--- src/rtl/fifo_pkg.sv ---
// Shared helpers for the dual-clock FIFO controllers.
// Provides width-generic Gray conversion and the FWFT skid-buffer depth.
package fifo_pkg;

    localparam int PTR_MAX_W  = 32;
    localparam int FWFT_DEPTH = 2;

    // Callers zero-extend narrower pointers and truncate the result back.
    function automatic logic [PTR_MAX_W-1:0] bin2gray(input logic [PTR_MAX_W-1:0] b);
        return b ^ (b >> 1);
    endfunction

    function automatic logic [PTR_MAX_W-1:0] gray2bin(input logic [PTR_MAX_W-1:0] g);
        logic [PTR_MAX_W-1:0] b;
        b = g;
        for (int s = 1; s < PTR_MAX_W; s = s * 2) begin
            b = b ^ (b >> s);
        end
        return b;
    endfunction

endpackage

--- src/rtl/fifo_ptr_sync.sv ---
// Multi-flop synchroniser for a Gray-coded FIFO pointer crossing clock domains.
// Shared by the read-side and write-side controllers.
module fifo_ptr_sync #(
    parameter int WIDTH  = 11,
    parameter int STAGES = 2
) (
    input  logic             i_clk,
    input  logic             i_rst_n,
    input  logic [WIDTH-1:0] i_d,
    output logic [WIDTH-1:0] o_q
);

    logic [WIDTH-1:0] r_sync [STAGES];

    always_ff @(posedge i_clk or negedge i_rst_n) begin
        if (!i_rst_n) begin
            for (int k = 0; k < STAGES; k++) begin
                r_sync[k] <= '0;
            end
        end else begin
            r_sync[0] <= i_d;
            for (int k = 1; k < STAGES; k++) begin
                r_sync[k] <= r_sync[k-1];
            end
        end
    end

    assign o_q = r_sync[STAGES-1];

endmodule

--- src/rtl/async_fifo_rd_ctrl.sv ---
// Read-domain controller of the dual-clock FIFO: pointer, flags, count, optional FWFT skid buffer.
// Optional sticky underflow port is built when RD_UNDERFLOW_EN is defined.
module async_fifo_rd_ctrl
    import fifo_pkg::*;
#(
    parameter int DATA_SIZE        = 16,
    parameter int DEPTH_SIZE       = 10,
    parameter int SYNC_STAGES      = 2,
    parameter int ALMOST_EMPTY_THR = 4,
    parameter int FWFT             = 0
) (
    input  logic                  rd_clk,
    input  logic                  rst_n,
    input  logic                  rd_en,
    input  logic [DEPTH_SIZE:0]   wr_pointer,
    input  logic [DATA_SIZE-1:0]  ram_rdata,
    output logic [DEPTH_SIZE:0]   rd_pointer,
    output logic                  ram_rd_en,
    output logic [DEPTH_SIZE-1:0] ram_rd_addr,
    output logic [DATA_SIZE-1:0]  rd_data,
    output logic                  rd_valid,
    output logic                  empty,
    output logic                  almost_empty,
    output logic [DEPTH_SIZE:0]   rd_data_count
`ifdef RD_UNDERFLOW_EN
    ,
    output logic                  underflow
`endif
);

    localparam int               PTR_W  = DEPTH_SIZE + 1;
    localparam logic [PTR_W-1:0] AE_THR = PTR_W'(ALMOST_EMPTY_THR);

    logic [1:0]       r_rst_sync;
    logic             w_rst_n;
    logic [PTR_W-1:0] w_wr_sync;
    logic [PTR_W-1:0] w_wr_bin;
    logic [PTR_W-1:0] w_rd_bin_next;
    logic [PTR_W-1:0] w_rd_gray_next;
    logic [PTR_W-1:0] w_count_next;
    logic [PTR_W-1:0] r_rd_bin;
    logic [PTR_W-1:0] r_rd_gray;
    logic [PTR_W-1:0] r_count;
    logic             r_empty;
    logic             r_almost_empty;
    logic             w_issue;
    logic             w_pop;

    // Reset asserts immediately but releases only after two clean rd_clk edges.
    always_ff @(posedge rd_clk or negedge rst_n) begin
        if (!rst_n) begin
            r_rst_sync <= '0;
        end else begin
            r_rst_sync <= {r_rst_sync[0], 1'b1};
        end
    end

    assign w_rst_n = r_rst_sync[1];

    fifo_ptr_sync #(
        .WIDTH  (PTR_W),
        .STAGES (SYNC_STAGES)
    ) u_wr_ptr_sync (
        .i_clk   (rd_clk),
        .i_rst_n (w_rst_n),
        .i_d     (wr_pointer),
        .o_q     (w_wr_sync)
    );

    assign w_pop          = w_issue & ~r_empty;
    assign w_rd_bin_next  = r_rd_bin + PTR_W'(w_pop);
    assign w_rd_gray_next = PTR_W'(bin2gray(PTR_MAX_W'(w_rd_bin_next)));
    assign w_wr_bin       = PTR_W'(gray2bin(PTR_MAX_W'(w_wr_sync)));
    assign w_count_next   = w_wr_bin - w_rd_bin_next;

    always_ff @(posedge rd_clk or negedge w_rst_n) begin
        if (!w_rst_n) begin
            r_rd_bin       <= '0;
            r_rd_gray      <= '0;
            r_count        <= '0;
            r_empty        <= 1'b1;
            r_almost_empty <= 1'b1;
        end else begin
            r_rd_bin       <= w_rd_bin_next;
            r_rd_gray      <= w_rd_gray_next;
            r_count        <= w_count_next;
            r_empty        <= (w_rd_gray_next == w_wr_sync);
            r_almost_empty <= (w_count_next <= AE_THR);
        end
    end

    assign rd_pointer    = r_rd_gray;
    assign rd_data_count = r_count;
    assign empty         = r_empty;
    assign almost_empty  = r_almost_empty;
    assign ram_rd_en     = w_pop;
    assign ram_rd_addr   = r_rd_bin[DEPTH_SIZE-1:0];

    generate
        if (FWFT == 0) begin : g_std
            logic r_valid;

            assign w_issue = rd_en;

            always_ff @(posedge rd_clk or negedge w_rst_n) begin
                if (!w_rst_n) begin
                    r_valid <= 1'b0;
                end else begin
                    r_valid <= w_pop;
                end
            end

            assign rd_valid = r_valid;
            assign rd_data  = ram_rdata;
        end else begin : g_fwft
            logic [DATA_SIZE-1:0] r_buf [FWFT_DEPTH];
            logic [1:0]           r_held;
            logic                 r_inflight;
            logic                 w_consume;
            logic [1:0]           w_n;
            logic [1:0]           w_after;
            logic [DATA_SIZE-1:0] w_buf0_next;
            logic [DATA_SIZE-1:0] w_buf1_next;

            // Keep fetching while the buffer plus the word in flight would stay under two.
            assign w_consume = rd_en & (r_held != 2'd0);
            assign w_n       = r_held + {1'b0, r_inflight};
            assign w_issue   = ((w_n - {1'b0, w_consume}) < 2'd2);
            assign w_after   = r_held - {1'b0, w_consume};

            always_comb begin
                w_buf0_next = w_consume ? r_buf[1] : r_buf[0];
                w_buf1_next = r_buf[1];
                if (r_inflight) begin
                    if (w_after == 2'd0) begin
                        w_buf0_next = ram_rdata;
                    end else begin
                        w_buf1_next = ram_rdata;
                    end
                end
            end

            always_ff @(posedge rd_clk or negedge w_rst_n) begin
                if (!w_rst_n) begin
                    r_buf[0]   <= '0;
                    r_buf[1]   <= '0;
                    r_held     <= '0;
                    r_inflight <= 1'b0;
                end else begin
                    r_buf[0]   <= w_buf0_next;
                    r_buf[1]   <= w_buf1_next;
                    r_held     <= w_after + {1'b0, r_inflight};
                    r_inflight <= w_pop;
                end
            end

            assign rd_valid = (r_held != 2'd0);
            assign rd_data  = r_buf[0];
        end
    endgenerate

`ifdef RD_UNDERFLOW_EN
    logic r_underflow;

    always_ff @(posedge rd_clk or negedge w_rst_n) begin
        if (!w_rst_n) begin
            r_underflow <= 1'b0;
        end else begin
            r_underflow <= r_underflow | (rd_en & ((FWFT == 0) ? r_empty : ~rd_valid));
        end
    end

    assign underflow = r_underflow;
`endif

endmodule

--- config.mk ---
export PLATFORM = sky130hd
export DESIGN_NAME = async_fifo_rd_ctrl
export DESIGN_NICKNAME = d
export VERILOG_FILES = /design/src/rtl/fifo_pkg.sv /design/src/rtl/fifo_ptr_sync.sv /design/src/rtl/async_fifo_rd_ctrl.sv
export SDC_FILE = /design/constraint.sdc
export NUM_CORES = 1
export LEC_CHECK = 0
export CORE_AREA = 4 4 84 86
export DETAILED_ROUTE_END_ITERATION = 10
export DIE_AREA = 0 0 88 90
export PLACE_DENSITY = 0.83
export SLEW_MARGIN = 30
export SYNTH_ARGS = -nofsm -noshare
export SYNTH_HDL_FRONTEND = slang
export SYNTH_SLANG_ARGS = --single-unit
export TNS_END_PERCENT = 30
--- constraint.sdc ---
create_clock -name rd_clk -period 2.52 [get_ports rd_clk]
set_clock_uncertainty 0.15 [all_clocks]
set_input_delay 0.504 -clock rd_clk [delete_from_list [all_inputs] [get_ports rd_clk]]
set_output_delay 0.504 -clock rd_clk [all_outputs]
set_load 0.005 [all_outputs]
# Yosys cells after proc, flatten, opt, wreduce, memory -nomap -nowiden
# Cells that the tools add are included.
# op_classes
addsub	2
order_cmp	1
n_eq_ne	1
bitwise_logic	8
# ops
cell	n
$xor A11 B10 Y11	2
$add A11 B1 Y11	1
$eq A11 B11 Y1	1
$le A11 B3 Y1 const B	1
$sub A11 B11 Y11	1
$xor A11 B1 Y11 const B	1
$xor A11 B3 Y11	1
$xor A11 B7 Y11	1
$xor A11 B9 Y11	1
$and A1 B1 Y1	1
$not A1 Y1	1
# totals
reg_bits	60
inputBits	30
output_inout_bits	52
wordCells	21

# Depth between registers and ports, before layout
# depth
depth_word	7
ltp_mapped	14
depth_no_buf	14

# Cells and area by module
# A second synthesis with hierarchy kept.
# hier_totals
hier_cells	269
area_unflattened_um2	3074.2
# modules_own_cells
module	instances	cells_per_inst	area_per_inst_um2
async_fifo_rd_ctrl	1	236	2441.1
fifo_ptr_sync	1	33	633.1

# Least setup slack after synthesis
# No wires, ideal clock.
# synth_path
path_type	flip-flop to flip-flop
start	register u_wr_ptr_sync.r_sync (netlist bit u_wr_ptr_sync.o_q[10])
end	register r_almost_empty (netlist: almost_empty)
setup_ps	90
t_arrival_ps	3827
t_required_ps	2280
slack_ps	-1547
stages_incl_launch_ff	15
path_buffers	0
path_cell_list	dfrtp_1 -> xor3_4 -> xnor3_2 -> xnor2_1 -> xnor2_1 -> xnor2_1 -> ha_1 -> nand2b_1 -> a211oi_1 -> a211oi_1 -> a221oi_1 -> xor2_1 -> a2111oi_2 -> nand4_1 -> nor4_2
# synth_between
elab_chain_cells	7
# synth_rtl
element	line_no	source
from (decl)	fifo_ptr_sync.sv:13	logic [WIDTH-1:0] r_sync [STAGES];
from (signal, indexed assignment)	fifo_ptr_sync.sv:23	r_sync[k] <= r_sync[k-1];
$xor A11 B10 Y11	fifo_pkg.sv:17	b = b ^ (b >> s);
$xor A11 B9 Y11	fifo_pkg.sv:17	
$xor A11 B7 Y11	fifo_pkg.sv:17	
$xor A11 B3 Y11	fifo_pkg.sv:17	
$xor A11 B1 Y11	fifo_pkg.sv:17	
$sub A11 B11 Y11	async_fifo_rd_ctrl.sv:74	assign w_count_next = w_wr_bin - w_rd_bin_next;
net w_count_next[5]	async_fifo_rd_ctrl.sv:40	logic [PTR_W-1:0] w_count_next;
$le A11 B3 Y1	async_fifo_rd_ctrl.sv:88	r_almost_empty <= (w_count_next <= AE_THR);
to (signal assigned)	async_fifo_rd_ctrl.sv:88	
to (decl)	async_fifo_rd_ctrl.sv:45	logic r_almost_empty;
# The timed path passes the listed nets, and every way through them passes these cells.

# Worst setup path in the final report
# layout_path
start	register u_wr_ptr_sync.r_sync (netlist bit u_wr_ptr_sync.o_q[5])
end	register r_almost_empty (netlist: almost_empty)
# The elaborated chain is that of the path after synthesis.

==> impl_metrics.tcl <==
set metrics [dict create \
    status "finished with violations" \
    violations "negative setup slack" \
    peakVddDrop_mv 0.728 \
    root_buffer "clkbuf_8" \
    stdcell_count 480 \
    ios 82 \
    drt_wl_total_um 8100 \
    synth_nets 297 \
    clk_pin_slew_ps 80 \
    antennaDiodeCount 0 \
    synth_area_um2 2990 \
    max_freq_mhz 251 \
    syn_to_final_growth_pct 56.4 \
    cp_max_fo 4 \
    grt_overflow 0 \
    timing.final.ws_setup_ps -1460 \
    yosys_warnings 0 \
    hold_class "flop to asynchronous set/reset pin" \
    ys_async_sr_fraction 1.00 \
    fin_util 0.745 \
    nets 437 \
    p_per_area_nw_per_um2 1270 \
    wire_per_inst_um 16.9 \
    synth_seq_cells 59 \
    cp-end-kind "flop" \
    drt_iter0_drc 212 \
    cp_top_family "XOR/XNOR gates" \
    period_share 1.58 \
    synth-seq-area-share 0.494 \
    setup_viol 12 \
    cap_violations 0 \
    rsz0062_at_grt "yes" \
    coreArea_um2 6280 \
    crit_top_cell "xnor2_2" \
    report.final.slew_viol_count 0 \
    synth_area_leaders "dfrtp_1, xnor2_1, xor2_1" \
    avgSynthCellArea_um2 11.6 \
    gp_congestion 0.847 \
    drtAntennaViolNets 0 \
    cts_buffers 9 \
    tightest_slew_ps 749 \
    power.leakage_nw 2.17 \
    slowest_stage "xnor3_2" \
    nFillCells 381 \
    yosys.area.top_type "dfrtp_1" \
    cp.arrival_ps 4100 \
    grt_max_degree 36 \
    first_pass_iters 4 \
    cts-hold-fix-buffers 0 \
    synth-edff-count 0 \
    synth_top_area_frac 0.477 \
    post-dp-hpwl_um 5260 \
    ys_dominant_reg_cell "dfrtp_1" \
    max_stage_delay_ps 470 \
    die_h_um 90 \
    path_class "flop to flop" \
    cp-start-kind "flop" \
    htreeDepth 3 \
    drcViolationCount 0 \
    cp_num_buf_inv 1 \
    slew-limit-headroom 0.500 \
    clock_path_buffers 2 \
    row_count 29 \
    grt_pass1_vias 2648 \
    yosysMostFrequentCell "dfrtp_1" \
    clk_latency_ps 350 \
    synth_cells 258 \
    portBuffers 49 \
    die_width_um 88 \
    cts_tree "built" \
    start_util 0.477 \
    hold_violations 0 \
    die_area_um2 7920 \
    dp_cells 453 \
    layout-drive-gt1-share 0.424 \
    path_cells "xor3_1 -> xnor3_2 -> xnor2_4 -> xnor2_2 -> xnor2_1 -> ha_2 -> fa_2 -> o21ai_4 -> maj3_2 -> o211ai_4 -> buf_4 -> nand3_1 -> a32oi_2 -> xnor2_2 -> nor4_2" \
    period_minus_slack_ps 3980 \
    grt_pass1_wl_um 12800 \
    cts_num_sinks 59 \
    track_usage 0.208 \
    vias 2507 \
    synthTopCellsByCount "dfrtp_1, xnor2_1, inv_1" \
    antenna_found_initial 0 \
    ys_types 58 \
    viasPerCell 5.22 \
    required_ps 2640 \
]
[layer usage]
metal,global-route usage,up-vias,wire length [um]
met1,0.258,1215,3250
met4,0.106,0,303
met2,0.334,106,4030
met3,0.0494,42,520
met5,0,-,0
li1,-,1144,-
[where the power goes]
part / internal (mW) / leakage (nW) / switching (mW)
combinational: 2.16 / 1.37 / 1.73
clock: 0.407 / 0.0884 / 0.383
sequential: 1.17 / 0.711 / 0.107
[repair_timing]
action / in CTS / in global routing
pin swaps: 20 / 13
resized for setup: 31 / 15
hold endpoints to repair: 0 / 0
setup buffers: 7 / 6
setup endpoints to repair: 16 / 17
[cells by family after synthesis]
logic type	Yosys count	synth area share
compound gates	38	0.0916
xor+xnor	53	0.186
fa+ha+maj	10	0.0435
buf+inv	40	0.0711
flops	59	0.494
mux	3	0.0109
other cells	1	0.00125
simple gates	54	0.101
[metrics by stage]
step                      total power [mW]  hold WS, ps  setup TNS (ps)  area (um^2)  setup WS, ps
after floorplan                       2.76         58.4           -9930         3030         -1200
after global placement                4.19          183          -13160         4150         -1250
after detailed placement              4.30          185          -16210         4150         -1440
after CTS                             5.67          166          -12160         4570         -1370
after global routing                  6.29          168          -14500         4680         -1710
final                                 5.95          175          -12460         4680         -1460
[path summary, 6_finish.rpt]
kind / startpoint / end / slack (ps) / cells past startpoint
min reg2reg: r_rst_sync[1] / rd_data_count[10] / 170 / 0
max in group asynchronous: r_rst_sync[1] / rd_data_count[2] / 1330 / 1
min in group rd_clk: u_wr_ptr_sync.r_sync[14] / u_wr_ptr_sync.o_q[3] / 200 / 0
max reg2reg: u_wr_ptr_sync.o_q[5] / almost_empty / -1460 / 15
max: u_wr_ptr_sync.o_q[5] / almost_empty / -1460 / 15
min: r_rst_sync[1] / rd_data_count[10] / 170 / 0
[sequential cells by signal (all words and copies together), names as in the netlist]
name                  cells
rd_valid                  1
empty                     1
r_rst_sync                2
rd_data_count            11
rd_pointer               10
almost_empty              1
u_wr_ptr_sync.o_q        11
r_rd_bin                 11
u_wr_ptr_sync.r_sync     11
[layout make-up]
| class | count | area (um^2) | share of cell area |
|---|---|---|---|
| clock buffers | 12 | 155 | 0.0332 |
| clock inverters | 4 | 25.0 | 0.00535 |
| inverters | 20 | 75.1 | 0.0160 |
| flip-flops and latches | 59 | 1480 | 0.316 |
| multi-input cells | 159 | 1590 | 0.341 |
| repair buffers | 149 | 1250 | 0.268 |
| well taps | 77 | 96.3 | 0.0206 |
[placed cells by master (no fill, tap or decap), drive strengths merged, types with 4 or more instances in the layout]
cell,synthesis,final
a211oi,4,4
a21oi,6,6
buf,17,100
clkbuf,3,12
clkdlybuf4s50,0,49
dfrtp,57,57
ha,8,8
inv,19,19
nand2,10,10
nand3,5,5
nand4,7,7
nor2,9,9
nor3,4,4
o21ai,7,7
xnor2,32,32
xor2,15,15
No activity file was read; power rests on OpenSTA's default activity.
